### config.mk
export PLATFORM = sky130hd
export DESIGN_NAME = ldw_mem_stage
export DESIGN_NICKNAME = d
export VERILOG_FILES = /design/src/rtl/ldw_pkg.sv /design/src/rtl/ldw_mem_align.sv /design/src/rtl/ldw_mem_stage.sv
export SDC_FILE = /design/constraint.sdc
export NUM_CORES = 1
export LEC_CHECK = 0
export BUFFER_PORTS_ARGS = -buffer_cell sky130_fd_sc_hd__buf_2
export CORE_ASPECT_RATIO = 0.7
export CORE_MARGIN = 1
export CORE_UTILIZATION = 45
export CTS_CLUSTER_SIZE = 40
export DETAILED_ROUTE_END_ITERATION = 16
export PLACE_DENSITY = 0.78
export SLEW_MARGIN = 5
export SYNTH_ARGS = -nofsm -noshare
export SYNTH_HDL_FRONTEND = slang
export SYNTH_HIERARCHICAL = 1
export SYNTH_SLANG_ARGS = --single-unit
export TNS_END_PERCENT = 10
### constraint.sdc
create_clock -name clk -period 2.7 [get_ports clk]
set_input_delay 0.54 -clock clk [delete_from_list [all_inputs] [get_ports clk]]
set_output_delay 0.54 -clock clk [all_outputs]
set_load 0.005 [all_outputs]
### src/rtl/ldw_pkg.sv
// Shared definitions for the ldw CPU memory stage: size encodings, MEM FSM states,
// the latched bus payload and the misalignment rule.
package ldw_pkg;

    localparam logic [1:0] SIZE_B = 2'b00;
    localparam logic [1:0] SIZE_H = 2'b01;
    localparam logic [1:0] SIZE_W = 2'b10;

    localparam int unsigned TIMEOUT_DEF = 255;
    localparam int unsigned CNT_W       = 8;

    typedef enum logic [1:0] {
        ST_IDLE = 2'd0,
        ST_BUS  = 2'd1,
        ST_DONE = 2'd2
    } state_e;

    typedef struct packed {
        logic [31:0] addr;
        logic [31:0] wdata;
        logic [3:0]  be;
        logic        we;
    } bus_req_t;

    // Size 11 falls into the word rule.
    function automatic logic is_misaligned(input logic [1:0] size, input logic [1:0] lane);
        case (size)
            SIZE_B:  return 1'b0;
            SIZE_H:  return lane[0];
            default: return lane != 2'b00;
        endcase
    endfunction

endpackage

### src/rtl/ldw_mem_align.sv
// Byte-lane logic for the MEM stage: store replication and byte enables,
// little-endian load extraction with zero/sign extension.
module ldw_mem_align
    import ldw_pkg::*;
(
    input  logic [1:0]  size,
    input  logic        sext,
    input  logic [1:0]  lane,
    input  logic [31:0] sdata,
    input  logic [31:0] rdata,
    output logic [31:0] wdata,
    output logic [3:0]  be,
    output logic [31:0] ldata
);

    logic [7:0]  rbyte;
    logic [15:0] rhalf;

    always_comb begin
        rbyte = rdata[{lane, 3'b000} +: 8];
        rhalf = lane[1] ? rdata[31:16] : rdata[15:0];
        wdata = sdata;
        be    = 4'b1111;
        ldata = rdata;
        case (size)
            SIZE_B: begin
                wdata = {4{sdata[7:0]}};
                be    = 4'b0001 << lane;
                ldata = {{24{sext & rbyte[7]}}, rbyte};
            end
            SIZE_H: begin
                wdata = {2{sdata[15:0]}};
                be    = lane[1] ? 4'b1100 : 4'b0011;
                ldata = {{16{sext & rhalf[15]}}, rhalf};
            end
            default: begin
                wdata = sdata;
                be    = 4'b1111;
                ldata = rdata;
            end
        endcase
    end

endmodule

### src/rtl/ldw_mem_stage.sv
// ldw MEM stage: issues single-beat data-memory transactions for loads/stores,
// stalls upstream until acknowledge or timeout, and feeds the MEM/WB register.
module ldw_mem_stage
    import ldw_pkg::*;
#(
    parameter int unsigned TIMEOUT = TIMEOUT_DEF
) (
    input  logic        clk,
    input  logic        clrn,
    input  logic        mwreg_i,
    input  logic        mm2reg_i,
    input  logic        mwmem,
    input  logic [1:0]  msize,
    input  logic        msext,
    input  logic [31:0] malu_i,
    input  logic [31:0] mb,
    input  logic [4:0]  mrn_i,
    output logic        mwreg_o,
    output logic        mm2reg_o,
    output logic [31:0] mmo,
    output logic [31:0] malu_o,
    output logic [4:0]  mrn_o,
    output logic        stall,
    output logic        mexc,
    output logic        bus_req,
    output logic        bus_we,
    output logic [31:0] bus_addr,
    output logic [31:0] bus_wdata,
    output logic [3:0]  bus_be,
    input  logic        bus_ack,
    input  logic [31:0] bus_rdata
);

    localparam logic [1:0] IDLE = ST_IDLE;
    localparam logic [1:0] BUS  = ST_BUS;
    localparam logic [1:0] DONE = ST_DONE;

    logic [1:0]       state_q, state_d;
    logic [CNT_W-1:0] cnt_q, cnt_d;
    logic             err_q, err_d;
    logic [31:0]      load_q, load_d;
    bus_req_t         breq_q, breq_d;
    logic [1:0]       size_q, size_d;
    logic [1:0]       lane_q, lane_d;
    logic             sext_q, sext_d;

    logic        in_idle, in_bus, in_done;
    logic        memop, misaligned, access;
    logic [1:0]  al_size, al_lane;
    logic        al_sext;
    logic [31:0] al_wdata, al_ldata;
    logic [3:0]  al_be;

    assign in_idle    = state_q == IDLE;
    assign in_bus     = state_q == BUS;
    assign in_done    = state_q == DONE;
    assign memop      = mm2reg_i | mwmem;
    assign misaligned = memop & is_misaligned(msize, malu_i[1:0]);
    assign access     = memop & ~misaligned;

    // Live operands steer the store in IDLE; latched ones format the load in BUS.
    assign al_size = in_idle ? msize        : size_q;
    assign al_lane = in_idle ? malu_i[1:0]  : lane_q;
    assign al_sext = in_idle ? msext        : sext_q;

    ldw_mem_align u_align (
        .size  (al_size),
        .sext  (al_sext),
        .lane  (al_lane),
        .sdata (mb),
        .rdata (bus_rdata),
        .wdata (al_wdata),
        .be    (al_be),
        .ldata (al_ldata)
    );

    always_ff @(posedge clk or negedge clrn) begin
        if (!clrn) begin
            state_q <= IDLE;
            cnt_q   <= '0;
            err_q   <= 1'b0;
            load_q  <= '0;
            breq_q  <= '0;
            size_q  <= '0;
            lane_q  <= '0;
            sext_q  <= 1'b0;
        end else begin
            state_q <= state_d;
            cnt_q   <= cnt_d;
            err_q   <= err_d;
            load_q  <= load_d;
            breq_q  <= breq_d;
            size_q  <= size_d;
            lane_q  <= lane_d;
            sext_q  <= sext_d;
        end
    end

    always_comb begin
        state_d = state_q;
        cnt_d   = cnt_q;
        err_d   = err_q;
        load_d  = load_q;
        breq_d  = breq_q;
        size_d  = size_q;
        lane_d  = lane_q;
        sext_d  = sext_q;
        case (state_q)
            IDLE: begin
                if (access) begin
                    breq_d.addr  = {malu_i[31:2], 2'b00};
                    breq_d.wdata = al_wdata;
                    breq_d.be    = al_be;
                    breq_d.we    = mwmem;
                    size_d       = msize;
                    lane_d       = malu_i[1:0];
                    sext_d       = msext;
                    cnt_d        = '0;
                    err_d        = 1'b0;
                    state_d      = BUS;
                end
            end
            BUS: begin
                // Ack is checked first so a last-cycle ack beats the timeout.
                if (bus_ack) begin
                    load_d  = al_ldata;
                    state_d = DONE;
                end else if (cnt_q == CNT_W'(TIMEOUT - 1)) begin
                    err_d   = 1'b1;
                    state_d = DONE;
                end else begin
                    cnt_d = cnt_q + CNT_W'(1);
                end
            end
            DONE: begin
                cnt_d   = '0;
                err_d   = 1'b0;
                state_d = IDLE;
            end
            default: state_d = IDLE;
        endcase
    end

    assign stall     = clrn & ((in_idle & access) | in_bus);
    assign mexc      = clrn & ((in_idle & misaligned) | (in_done & err_q));
    assign mwreg_o   = clrn & mwreg_i & ~misaligned & ~(in_done & err_q);
    assign mmo       = in_done ? load_q : 32'd0;
    assign mm2reg_o  = mm2reg_i;
    assign malu_o    = malu_i;
    assign mrn_o     = mrn_i;

    assign bus_req   = in_bus;
    assign bus_we    = in_bus & breq_q.we;
    assign bus_addr  = breq_q.addr;
    assign bus_wdata = breq_q.wdata;
    assign bus_be    = breq_q.be;

endmodule

==> summary.md, run 1 <==
| Metric | Value |
|---|---|
| Outcome | finished clean |
| RSZ-0062 raised after global routing | false |
| Worst Max-Slew Pin Slew | ~0.83 ns |
| WHS Path Cells | 2 |
| Reg2Reg Depth | 6 |
| Worst Slack Setup Final | 0.1753 ns |
| Final critical-path required period | about 2.5 ns |
| Post-Syn Area per Cell | 11.81 µm² |
| Core area | 0.01564 mm² |
| All-Layer GR Usage | 0.1970 |
| Power per cell area | roughly 1000 mW/mm² |
| Synth top cells by count | buf_4, dfrtp_1, mux2_4 |
| Vias per inst | between 5 and 6 |
| Final worst clock skew | around 0.012 ns |
| CTS tree | built |
| Area Growth Syn to Fin | 13.99% |
| CTS Buffer Depth | 2 |
| Clock root cell | clkbuf_16 |
| PortBufs | 240 |
| Critical path type | reg -> reg |
| Max-slew headroom | 0.4495 |
| Cells after Synth | 615 |
| Max FO, Critical Path | 28 |
| Initial core utilization | 0.4642 |
| Synth warn | 6 |
| RR Startpoint | state_q[1] |
| CTS buffer count | 17 |
| Period Utilization, post-route | 0.9351 |
| Fin nets | 852 |
| Iteration-0 DRC Markers | between 200 and 250 |
| Share of the synthesized area in the top cell type | 0.3963 |
| R2r endpoint | bus_wdata[16] |
| Initial antenna violation count | 1 |
| Crit path DAT | 2.81 ns |
| Die W | 153.8 µm |
| Wire per inst | ~17 µm |
| Yosys top cell by area | dfrtp_1 |
| CTS H-Tree Depth | 4 |
| Via count | between 4000 and 5000 |
| Hold wc startpoint | malu_i[18] |
| Final hold vios | 0 |
| Gpl congestion | about 0.78 |
| EDFF count, synth | 0 |
| Worst setup SP type | register |
| DR pass1 iterations | 4 |
| Final HPWL DP | ~11000 µm |
| Largest net degree at the start of global routing | 64 |
| Die Y | between 100 and 150 µm |
| Clock Latency Late Sink | 0.41 ns |
| Hold EP | bus_addr[18] |
| Share of the yosys chip area belonging to registers | 0.3963 |
| Final Setup Violations | 0 |
| WL final | roughly 16000 µm |
| Top_reg_cell synth | dfrtp_1 |
| Sinks on Clock Net | 115 |
| First-pass GRT wire length | 25060 µm |
| Pins Over Slew Limit | 0 |
| Diode count | 0 |
| Boundary pin count | around 250 |
| Netlist cell types | between 50 and 60 |
| R2r setup slk | around 0.18 ns |
| Post-Syn Area | 0.007261 mm² |
| Worst hold-check path type | in -> reg |
| Largest cells by area after synthesis | dfrtp_1, mux2_4, buf_4 |
| Most frequent cell after synthesis | buf_4 |
| Worst IR Drop VDD | approximately 0.45 mV |
| Post-CTS setup repair buffer count | 0 |
| # DRC | 0 |
| Critical path endpoint category | register |
| Vias in the first global route | 4546 |
| Fillers | 1378 |
| Leakage | roughly 0.0043 µW |
| Routed Antenna Nets | 0 |
| Flops & latches, synth | about 120 |
| # rows | 38 |
| Global route total overflow | 0 |
| Layout cells sized above 1 | 0.5432 |
| FFs w/ async S/R, synth | 1.000 |
| Clock slew seen by the registers of the worst setup and hold paths | 0.06 ns |
| Worst EP required | 2.99 ns |
| Maxcap violations | 0 |
| Dpl ws | approximately 0.16 ns |
| Total Neg Setup Slack | 0 ns |
| Fmax | between 300 and 400 MHz |
| Die ar. | 0.01665 mm² |
## final cells by class
cell class,count,area [µm²],area share
clock buffers,17,425.4,0.05140
well taps,200,250.2,0.03023
flip-flops and latches,115,2878,0.3477
inverters,6,25.02,0.003023
clock inverters,15,147.6,0.01784
repair buffers,251,1301,0.1572
multi-input cells,349,3249,0.3926
## worst max-delay path, stage by stage (launching register included)
cell and delay, ns:
dfrtp_1 0.48, nor2_8 0.18, mux2_2 0.39, buf_4 0.37, buf_4 0.33, mux2_2 0.37, mux2_4 0.26
## worst max path at each step
stage                from             to  slack [ns]  depth (start not counted)
3_5_place_dp   state_q[1]     load_q[24]        0.16                          6
6_report       state_q[1]  bus_wdata[16]        0.18                          6
2_1_floorplan  state_q[0]     load_q[23]        0.48                          9
4_1_cts        state_q[1]     load_q[18]        0.11                          6
5_1_grt        state_q[1]  bus_wdata[22]        0.04                          6
3_3_place_gp   state_q[1]     load_q[26]        0.19                          6
## sequential cells by signal (all words and copies together), names as in the netlist
| signal | cells |
|---|---|
| bus_wdata | 32 |
| load_q | 32 |
| bus_addr | 30 |
| cnt_q | 8 |
| bus_be | 4 |
| lane_q | 2 |
| size_q | 2 |
| state_q | 2 |
| breq_q | 1 |
| err_q | 1 |
| sext_q | 1 |
## timing repair
item / in CTS / in global routing
hold buffers: 1 / 0
setup endpoints to repair: 0 / 13
gates resized for setup: 0 / 1
hold endpoints to repair: 3 / 0
## metrics by stage
stage / area (µm²) / hold WS [ns] / total power [µW] / utilization / instances
after global placement: 7691 / 0.3577 / 6077 / 0.4917 / 920
final: 8277 / 0.3731 / 8333 / 0.5291 / 953
after floorplan: 7264 / 0.2444 / 5780 / - / 616
after detailed placement: 7691 / 0.3568 / 6147 / 0.4917 / 920
after CTS: 8274 / 0.3518 / 8418 / 0.5290 / 953
after global routing: 8277 / 0.3626 / 8867 / 0.5291 / 953
## kinds of logic after synthesis
| kind of cell | synth area share |
|---|---|
| AO/OA/AOI/OAI | 0.07462 |
| multiplexers | 0.2693 |
| AND/OR/NAND/NOR | 0.09581 |
| other | 0.0005165 |
| flip-flops | 0.3963 |
| buffers and inverters | 0.1587 |
| XOR/XNOR | 0.001206 |
| adder cells (fa/ha/maj) | 0.003446 |
## report_power, final
part	internal [µW]	leakage (µW)	total [µW]	switching [µW]
logic	1850	0.00268	3220	1370
registers	2470	0.00139	2910	437
clock network	1290	0.000274	2200	909
total	5620	0.00434	8330	2720
## layer usage
layer	up-vias	track usage	share of wire
li1	2272	-	-
met1	2299	0.2685	0.47
met2	212	0.3006	0.44
met3	22	0.05892	0.066
met4	2	0.06214	0.015
met5	-	0	0.0011
## cell usage in the layout (no fill, tap or decap), drive strengths merged, types with 12 or more instances in the layout
cell type	netlist	layout
buf	138	250
mux2	126	126
dfrtp	115	115
a21oi	41	41
and2	33	33
nand2	23	23
o21ai	19	19
mux2i	18	18
clkbuf	8	17
nor2	16	16
inv	6	13
nand3	12	12
No activity file was read; power rests on OpenSTA's default activity.
==> run 2, diff against run 1 <==
--- a/config.mk
+++ b/config.mk
@@ -7,14 +7,13 @@
 export LEC_CHECK = 0
 export BUFFER_PORTS_ARGS = -buffer_cell sky130_fd_sc_hd__buf_2
 export CORE_ASPECT_RATIO = 0.7
-export CORE_MARGIN = 1
+export CORE_MARGIN = 5
 export CORE_UTILIZATION = 45
 export CTS_CLUSTER_SIZE = 40
 export DETAILED_ROUTE_END_ITERATION = 16
-export PLACE_DENSITY = 0.78
+export PLACE_DENSITY = 0.82
 export SLEW_MARGIN = 5
 export SYNTH_ARGS = -nofsm -noshare
 export SYNTH_HDL_FRONTEND = slang
-export SYNTH_HIERARCHICAL = 1
 export SYNTH_SLANG_ARGS = --single-unit
 export TNS_END_PERCENT = 10
==> constraint.sdc (replaced) <==
create_clock -name clk -period 2.06 [get_ports clk]
set_input_delay 0.412 -clock clk [delete_from_list [all_inputs] [get_ports clk]]
set_output_delay 0.412 -clock clk [all_outputs]
set_load 0.005 [all_outputs]
==> summary.md, run 2 <==
| Metric | Value |
|---|---|
| Outcome | finished clean |
| Final worst clock skew | 0.007173 ns |
| Sinks on Clock Net | between 100 and 150 |
| Flop pwr share | 0.341 |
| Net Sw Power | 3871 µW |
| Period Utilization, post-route | 0.9867 |
| # rows | 37 |
| Critical path type | reg -> out |
| CTS tree | built |
| Post-Syn Area | 0.006579 mm² |
| Area Growth Syn to Fin | 25.16% |
| # DRC | 0 |
| Routed Antenna Nets | 0 |
| Maxcap violations | 0 |
| Die Y | about 110 µm |
| Sw frac | 0.3429 |
| Worst hold-check path type | in -> reg |
| Wire per inst | between 15 and 20 µm |
| Post-Syn Area per Cell | between 10 and 15 µm² |
| Final HPWL DP | 13160 µm |
| Final hold vios | 0 |
| Part of the power in the clock network | 0.266 |
| M2 GR Usage | 0.3122 |
| Vias in the first global route | between 5000 and 6000 |
| Worst EP required | about 1.7 ns |
| Final worst hold slack | 0.2458 ns |
| FFs w/ async S/R, synth | 1.000 |
| Boundary pin count | ~250 |
| Comb power frac | 0.393 |
| CTS H-Tree Depth | 4 |
| Fillers | roughly 1300 |
| Via count | between 5000 and 6000 |
| All-Layer GR Usage | 0.2076 |
| Crit path DAT | approximately 1.6 ns |
| Clock root cell | clkbuf_16 |
| Final critical-path required period | just over 2 ns |
| Initial core utilization | 0.4526 |
| Top_reg_cell synth | dfrtp_1 |
| Fin nets | 937 |
| Netlist cell types | 60 |
| Gr busiest metal | met2 |
| Share of the synthesized area in the top cell type | 0.4374 |
| First-pass GRT wire length | ~29000 µm |
| Reg area | ~0.0029 mm² |
| Die ar. | 0.01718 mm² |
| Multi-input logic area | 0.002774 mm² |
| WL final | approximately 18000 µm |
| Worst Max-Slew Pin Slew | about 0.53 ns |
| Fin util | 0.5664 |
| Iteration-0 DRC Markers | 411 |
| Worst setup SP type | register |
| Int Power | roughly 7400 µW |
| Max-slew headroom | 0.6488 |
| Cell Area, Placed | between 0.007 and 0.008 mm² |
| Initial antenna violation count | 1 |
| CTS buffer count | 17 |
| PortBufs | 240 |
| Yosys top cell by area | dfrtp_1 |
| Most frequent cells in the layout | buf_2, dfrtp_1, nand2_1, mux2_2, o21ai_0 |
| Final Setup Violations | 0 |
| Post-Layout Cell Count | 1033 |
| RR Startpoint | state_q[1] |
| Most frequent cell after synthesis | dfrtp_1 |
| Pins Over Slew Limit | 0 |
| Leakage | between 0.003 and 0.004 µW |
| R2r setup slk | approximately 0.040 ns |
| RSZ-0062 raised after global routing | true |
| Global route total overflow | 0 |
| Largest net degree at the start of global routing | 96 |
| Gpl congestion | between 0.9 and 1 |
| Dpl cells | between 900 and 1000 |
| Vias per inst | about 5.2 |
| Clock slew seen by the registers of the worst setup and hold paths | approximately 0.050 ns |
| R2r endpoint | load_q[10] |
| Clock Latency Late Sink | a little over 0.4 ns |
| Commonest non-fill, non-tap cell in the layout | buf_2 |
| Synth warn | 0 |
| CTS Buffer Depth | 2 |
| EDFF count, synth | 0 |
| Power per cell area | approximately 1400 mW/mm² |
| Share of the yosys chip area belonging to registers | 0.4374 |
| DR pass1 iterations | 5 |
| Max FO, Critical Path | 6 |
| Largest cells by area after synthesis | dfrtp_1, buf_4, mux2_2 |
| Flops & latches, synth | 115 |
| Cells after Synth | 656 |
| Layout cells sized above 1 | 0.4868 |
| Reg2Reg Depth | 6 |
| Critical path endpoint category | output pin |
| Synth top cells by count | dfrtp_1, buf_4, nand2_1 |
| Worst IR Drop VDD | ~0.83 mV |
| M3 GR Usage | 0.05501 |
| Final instance area | slightly above 0.008 mm² |
| Worst setup endpoint | stall |
| Total Neg Setup Slack | 0 ns |
| Die W | around 150 µm |
| Met1 Resource Use GR | 0.2848 |
| Fmax | slightly below 500 MHz |
| Critical path origin | state_q[1] |
| Core area | roughly 0.015 mm² |
-- run 2: cell types whose count changed after synthesis, moves of 8 or more --
cell      delta
a21oi_1     -14
a21oi_2      +9
a221oi_1    +12
a222oi_1     +8
buf_4       -10
clkbuf_1     +9
mux2_1      -16
mux2_2      +25
mux2_4      -89
nand2_1     +41
nor2_1      +27
nor2b_1      -8
o21ai_0     +27
-- run 2: how the worst min path moves through the flow --
stage,start,endpoint,slack (ns),cells after the start
finish,malu_i[14],bus_addr[14],0.25,2
global route,malu_i[14],bus_addr[14],0.24,2
CTS,malu_i[17],bus_addr[17],0.23,2
detailed placement,clrn,bus_addr[2],0.26,1
global placement,clrn,bus_addr[2],0.26,1
floorplan,clrn,breq_q[0],0.12,0
-- run 2: repair_timing --
action | in CTS | in global routing
resized for setup | 11 | 11
pin swaps | 1 | 2
setup buffers | 2 | 1
hold buffers | 1 | 0
endpoints found under the setup margin | 37 | 71
endpoints found under the hold margin | 6 | 0
-- run 2: logic make-up after synthesis --
family / Yosys count / synth area share
and+or+nand+nor: 187 / 0.1402
buffers and inverters: 144 / 0.1518
AOI/OAI and AO/OA: 138 / 0.1535
DFF: 115 / 0.4374
muxes: 64 / 0.1061
xor gates and xnor gates: 5 / 0.006656
adders and majority gates: 2 / 0.003803
other: 1 / 0.0005700
-- run 2: through the flow --
step | worst slack [ns] | total power [µW]
finish | 0.02747 | 11290
global route | -0.06255 | 12060
CTS | 0.001676 | 11310
detailed placement | -0.04950 | 8199
global placement | -0.001777 | 8011
floorplan | 0.03039 | 7096
-- run 2: routing by layer --
metal	up-vias	part of all wire
met3	49	0.085
li1	2522	-
met2	273	0.45
met1	2579	0.43
met5	-	0
met4	0	0.028
-- run 2: power groups by stage --
stage / combinational, µW / sequential, µW / clock (µW)
final: 4430 / 3850 / 3010
after global routing: 4890 / 3990 / 3180
after CTS: 4390 / 3850 / 3070
after detailed placement: 4330 / 3870 / 0
after global placement: 4200 / 3810 / 0
after floorplan: 3410 / 3690 / 0
-- run 2: area by class of cell --
type	instances	share of cell area
Tap cell	195	0.02963
Multi-Input combinational cell	398	0.3369
Sequential cell	115	0.3496
Inverter	3	0.001368
Antenna cell	2	0.0006078
Timing Repair Buffer	290	0.2091
Clock inverter	10	0.01611
Clock buffer	20	0.05668
-- run 2: critical path: stages (launching register included) --
cell and delay, ns:
dfrtp_2 0.44, buf_6 0.14, nand2b_4 0.14, buf_4 0.15, a21boi_2 0.11, buf_4 0.12, buf_2 0.11
